## config.mk

```make
export PLATFORM = sky130hd
export DESIGN_NAME = sym_stats_gen
export DESIGN_NICKNAME = d
export VERILOG_FILES = /design/src/rtl/sym_stats_gen.sv
export SDC_FILE = /design/constraint.sdc
export NUM_CORES = 2
export LEC_CHECK = 0
export BUFFER_PORTS_ARGS = -buffer_cell sky130_fd_sc_hd__buf_2
export CORE_MARGIN = 4
export CORE_UTILIZATION = 40
export CTS_CLUSTER_SIZE = 40
export DETAILED_ROUTE_END_ITERATION = 12
export HOLD_SLACK_MARGIN = 0.12
export REMOVE_ABC_BUFFERS = 1
export SETUP_SLACK_MARGIN = 0.5
export SLEW_MARGIN = 20
export SYNTH_ARGS = -nofsm -noshare
export SYNTH_HDL_FRONTEND = slang
export SYNTH_SLANG_ARGS = --single-unit
```

## constraint.sdc

```tcl
create_clock -name clk -period 16.65 [get_ports clk]
set_input_delay 1.665 -clock clk [delete_from_list [all_inputs] [get_ports clk]]
set_output_delay 1.665 -clock clk [all_outputs]
set_load 0.02 [all_outputs]
```

## src/rtl/sym_stats_gen.sv

```systemverilog
// Multi-channel symbol-rate statistics: windowed means of |x|, x^2, err and err^2
// over 2^LOG2_LEN accepted symbols, published as registered snapshots with a valid strobe.
module sym_stats_gen #(
  parameter int WIDTH    = 18,
  parameter int LOG2_LEN = 22,
  parameter int CHANNELS = 2
) (
  input  logic                      clk,
  input  logic                      reset,
  input  logic                      clk_en,
  input  logic                      mode,
  input  logic                      start,
  input  logic                      sync,
  input  logic                      hold,
  input  logic [CHANNELS*WIDTH-1:0] dec_var,
  input  logic [CHANNELS*WIDTH-1:0] err,
  output logic [CHANNELS*WIDTH-1:0] mean_abs,
  output logic [CHANNELS*WIDTH-1:0] mean_sq,
  output logic [CHANNELS*WIDTH-1:0] mean_err,
  output logic [CHANNELS*WIDTH-1:0] mean_sq_err,
  output logic                      valid,
  output logic                      busy
);

  localparam int ACC_W = WIDTH + LOG2_LEN;
  localparam logic [WIDTH-1:0] MIN_VAL = {1'b1, {(WIDTH-1){1'b0}}};
  localparam logic [WIDTH-1:0] MAX_VAL = {1'b0, {(WIDTH-1){1'b1}}};

  typedef enum logic [1:0] {IDLE, ARMED, ACCUM} state_t;

  state_t              state_reg, state_next;
  logic                first_reg;
  logic [LOG2_LEN-1:0] count_reg;
  logic                valid_reg;
  logic                accept;
  logic                last_sample;

  // Count is zero outside ACCUM, so all-ones can only be seen on the window's final sample.
  assign accept      = clk_en && !hold && ((state_reg == ACCUM) || ((state_reg == ARMED) && sync));
  assign last_sample = accept && (&count_reg);

  always_comb begin
    state_next = state_reg;
    case (state_reg)
      IDLE:    if (start || (first_reg && !mode)) state_next = ARMED;
      ARMED:   if (accept) state_next = ACCUM;
      ACCUM:   if (last_sample) state_next = mode ? IDLE : ACCUM;
      default: state_next = IDLE;
    endcase
  end

  always_ff @(posedge clk) begin
    if (reset) begin
      state_reg <= IDLE;
      first_reg <= 1'b1;
      count_reg <= '0;
      valid_reg <= 1'b0;
    end else begin
      state_reg <= state_next;
      first_reg <= 1'b0;
      valid_reg <= last_sample;
      if (accept) count_reg <= count_reg + LOG2_LEN'(1);
    end
  end

  assign valid = valid_reg;
  assign busy  = (state_reg != IDLE);

  for (genvar gi = 0; gi < CHANNELS; gi++) begin : g_chan
    logic signed [WIDTH-1:0]   x, e;
    logic        [WIDTH-1:0]   abs_x, sq_x, sq_e, sq_x_hi, sq_e_hi;
    logic signed [2*WIDTH-1:0] px, pe;
    logic        [ACC_W-1:0]   acc_abs_reg, acc_sq_reg, acc_se_reg;
    logic signed [ACC_W-1:0]   acc_err_reg;
    logic        [ACC_W-1:0]   sum_abs, sum_sq, sum_se;
    logic signed [ACC_W-1:0]   sum_err;
    logic        [WIDTH-1:0]   mean_abs_reg, mean_sq_reg, mean_se_reg;
    logic signed [WIDTH-1:0]   mean_err_reg;

    assign x = dec_var[gi*WIDTH +: WIDTH];
    assign e = err[gi*WIDTH +: WIDTH];

    assign abs_x = x[WIDTH-1] ? ((x == MIN_VAL) ? MAX_VAL : WIDTH'(-x)) : x;

    // Only (-1)*(-1) reaches the top kept bit, so that bit doubles as the saturation flag.
    assign px      = (2*WIDTH)'(x) * (2*WIDTH)'(x);
    assign pe      = (2*WIDTH)'(e) * (2*WIDTH)'(e);
    assign sq_x_hi = WIDTH'(px >> (WIDTH-1));
    assign sq_e_hi = WIDTH'(pe >> (WIDTH-1));
    assign sq_x    = sq_x_hi[WIDTH-1] ? MAX_VAL : sq_x_hi;
    assign sq_e    = sq_e_hi[WIDTH-1] ? MAX_VAL : sq_e_hi;

    assign sum_abs = acc_abs_reg + ACC_W'(abs_x);
    assign sum_sq  = acc_sq_reg  + ACC_W'(sq_x);
    assign sum_se  = acc_se_reg  + ACC_W'(sq_e);
    assign sum_err = acc_err_reg + ACC_W'(e);

    always_ff @(posedge clk) begin
      if (reset) begin
        acc_abs_reg  <= '0;
        acc_sq_reg   <= '0;
        acc_se_reg   <= '0;
        acc_err_reg  <= '0;
        mean_abs_reg <= '0;
        mean_sq_reg  <= '0;
        mean_se_reg  <= '0;
        mean_err_reg <= '0;
      end else if (accept) begin
        if (last_sample) begin
          acc_abs_reg  <= '0;
          acc_sq_reg   <= '0;
          acc_se_reg   <= '0;
          acc_err_reg  <= '0;
          mean_abs_reg <= WIDTH'(sum_abs >> LOG2_LEN);
          mean_sq_reg  <= WIDTH'(sum_sq >> LOG2_LEN);
          mean_se_reg  <= WIDTH'(sum_se >> LOG2_LEN);
          mean_err_reg <= WIDTH'(sum_err >>> LOG2_LEN);
        end else begin
          acc_abs_reg <= sum_abs;
          acc_sq_reg  <= sum_sq;
          acc_se_reg  <= sum_se;
          acc_err_reg <= sum_err;
        end
      end
    end

    assign mean_abs[gi*WIDTH +: WIDTH]    = mean_abs_reg;
    assign mean_sq[gi*WIDTH +: WIDTH]     = mean_sq_reg;
    assign mean_err[gi*WIDTH +: WIDTH]    = mean_err_reg;
    assign mean_sq_err[gi*WIDTH +: WIDTH] = mean_se_reg;
  end

endmodule

```

==> results.md <==
- Post-DP Area: 73,100 sq um
- Tmin final: 12.05 ns
- Clock Tree Buf Depth: 3
- Pre-antenna DRT Iters: 6
- Synth top cells by count: 1,664 x inv_1, 1,163 x fa_1, 792 x nand2_1, 600 x nor2_1, 591 x ha_1
- Max stage delay on crit path: 0.69 ns
- Total GRT Usage: 21.1%
- Register area: 9810 sq um
- Mapped Area: 69,900 sq um
- Biggest area consumer among synthesized cells: fa_1
- Slowest stage cell, crit path: clkinv_1
- Num CTS Buffers: 58
- Period utilisation layout: 72.4%
- Clock Latency Late Sink: 0.70 ns
- Synth Instances: 8,091
- First-pass GRT wire length: 307 mm
- Ant. Diodes: 0
- Mean Syn Cell Area: 8.63 sq um
- Synth warn: 0
- RD Place Congestion: 0.884
- Largest net degree at the start of global routing: 168
- Critical path type: primary input to flop
- Post-cts resize count: 0
- Hold buffers post-CTS: 0
- Post-DR wirelength/cell: 18.1 um
- Worst setup SP type: primary input
- #FFs+latches synth: 490
- Data required time of the worst path: 17.19 ns
- Max Clock Freq: 83.0 MHz
- Register area share after synthesis: 14.0%
- Setup repair bufs after CTS: 0
- Synth area leaders: fa_1 33%, dfxtp_1 14%, ha_1 11%, inv_1 8.9%, nand2_1 4.3%
- Via-to-Cell Ratio: 5.15
- Root buffer cell: clkbuf_16
- Top Ports: 225
- Synth unique cells: 84
- First-iteration detailed-routing DRC count: 2,636
- Finished Core Util: 43.2%
- Worst clock skew: 0.0860 ns
- Die X: 426 um
- TritonCTS Sinks: 490
- Initial antenna violation count: 1
- Core area: 174,000 sq um
- PortBufs: 224
- Die Y: 426 um
- Area grow syn2layout: 7.54%
- TritonCTS clock tree: built
- Number of synthesized flops with an enable pin: 0
- Max-cap violations: 0
- DRC: 0
- Most common cell in the netlist: inv_1
- Status: finished, final reports clean
- H-tree level count: 2
- Slew Viols, Final: 0
- Area of the multi-input gates: 52,700 sq um
- Final ANT Viol Nets: 0
- Vias in the first global route: 56,700
- Min-Delay Path Class: flop to flop
- Final hold viol count: 0
- Final HPWL DP: 144 mm
- Standard-cell rows: 153
- Slew @ Worst Pin: 1.14 ns
- Via count: 53,900
- Endpoints failing setup: 0
- Slew HR: 24.0%
- Gr ovfl total: 0
- Largest fanout on the critical path: 41
- Starting Density: 40.2%
- Final nets: 9,935
- Die ar.: 181,000 sq um
- Async SR Flop Fraction: 0%
- Share of cells above drive strength 1: 5.08%
- RSZ-0062 raised after global routing: false
- Arrival time at the worst endpoint: 12.59 ns
- Reg clk slew, reported paths: 0.07 ns
- Final hold slack: 0.455 ns
- Filler cells: 17,300
- Post-synth top flop: dfxtp_1
- Synth top area share: 33.3%
- Finished Cell Area: 75,100 sq um
- Post-Route WL: 189 mm
- Setup crit end kind: flop
## cells by family (layout without fill, tap and decap cells)
kind of cell               after synthesis  in the layout  synth area share [%]
muxes                                    5              5                0.0788
xor gates and xnor gates               478            478                  6.01
adders and majority gates             1754           1754                  43.9
AOI/OAI and AO/OA                     1215           1215                  11.1
and+or+nand+nor                       2166           2166                  14.1
DFF                                    490            490                  14.0
buffers and inverters                 1983           2039                  10.7
## cell usage in the layout, fill, tap and decap left out, types with 35 or more instances in the layout
cell / instances
a211oi_1: 100
a21o_1: 130
a21oi_1: 331
a22oi_1: 63
a31oi_1: 39
and2_1: 173
and3_1: 75
buf_2: 223
clkbuf_16: 58
dfxtp_1: 490
fa_1: 1163
ha_1: 591
inv_1: 1664
nand2_1: 789
nand2b_1: 59
nand3_1: 125
nand4_1: 47
nor2_1: 596
nor3_1: 116
o21a_1: 42
o21ai_0: 276
o21bai_1: 39
o31ai_1: 35
or3_1: 45
xnor2_1: 262
xor2_1: 214
## area by class of cell
class	instances	share of cell area (%)
Inverter	1680	8.39
Timing Repair Buffer	254	1.86
Multi-Input combinational cell	5618	70.1
Clock inverter	27	0.543
Clock buffer	78	2.19
Tap cell	2325	3.87
Sequential cell	490	13.1
## path summary, 6_finish.rpt
kind                                                               from                                      end  slack (ns)  depth (start not counted)
worst max register to register                state_reg[0]$_SDFFE_PP0P_   g_chan[0].acc_abs_reg[33]$_SDFFE_PP0P_       11.86                         13
worst min register to register  g_chan[1].mean_err_reg[17]$_SDFFE_PP0P_  g_chan[1].mean_err_reg[17]$_SDFFE_PP0P_        0.46                          2
worst min-delay path            g_chan[1].mean_err_reg[17]$_SDFFE_PP0P_  g_chan[1].mean_err_reg[17]$_SDFFE_PP0P_        0.46                          2
worst max-delay path                                            err[17]    g_chan[0].mean_se_reg[6]$_SDFFE_PP0P_        4.60                         41
## routing by layer
layer / up-vias / global-route usage, % / share of wire, %
met4: 0 / 5.98 / 3.1
li1: 25400 / - / -
met1: 27100 / 27.3 / 43
met2: 1064 / 37.2 / 50
met3: 265 / 2.56 / 4.4
met5: - / 0 / 0
## worst max-delay path, delay by kind of cell
| kind | cells | cell delay, ns |
|---|---|---|
| AOI/OAI and AO/OA | 15 | 3.45 |
| xor gates and xnor gates | 2 | 0.24 |
| adders and majority gates | 9 | 3.92 |
| buffers and inverters | 10 | 2.11 |
| and+or+nand+nor | 5 | 1.19 |
## per-stage QoR
stage | setup WS [ns] | TNS [ns] | cells
2_1_floorplan | -12.09 | -1729.97 | 7788
3_3_place_gp | 4.16 | 0 | 10400
3_5_place_dp | 3.91 | 0 | 10400
4_1_cts | 4.64 | 0 | 10500
5_1_grt | 3.83 | 0 | 10500
6_report | 4.60 | 0 | 10500
Power is left out: the tool's default activity adds up to more than one toggle a clock period on the data nets, which glitch-free logic cannot reach.
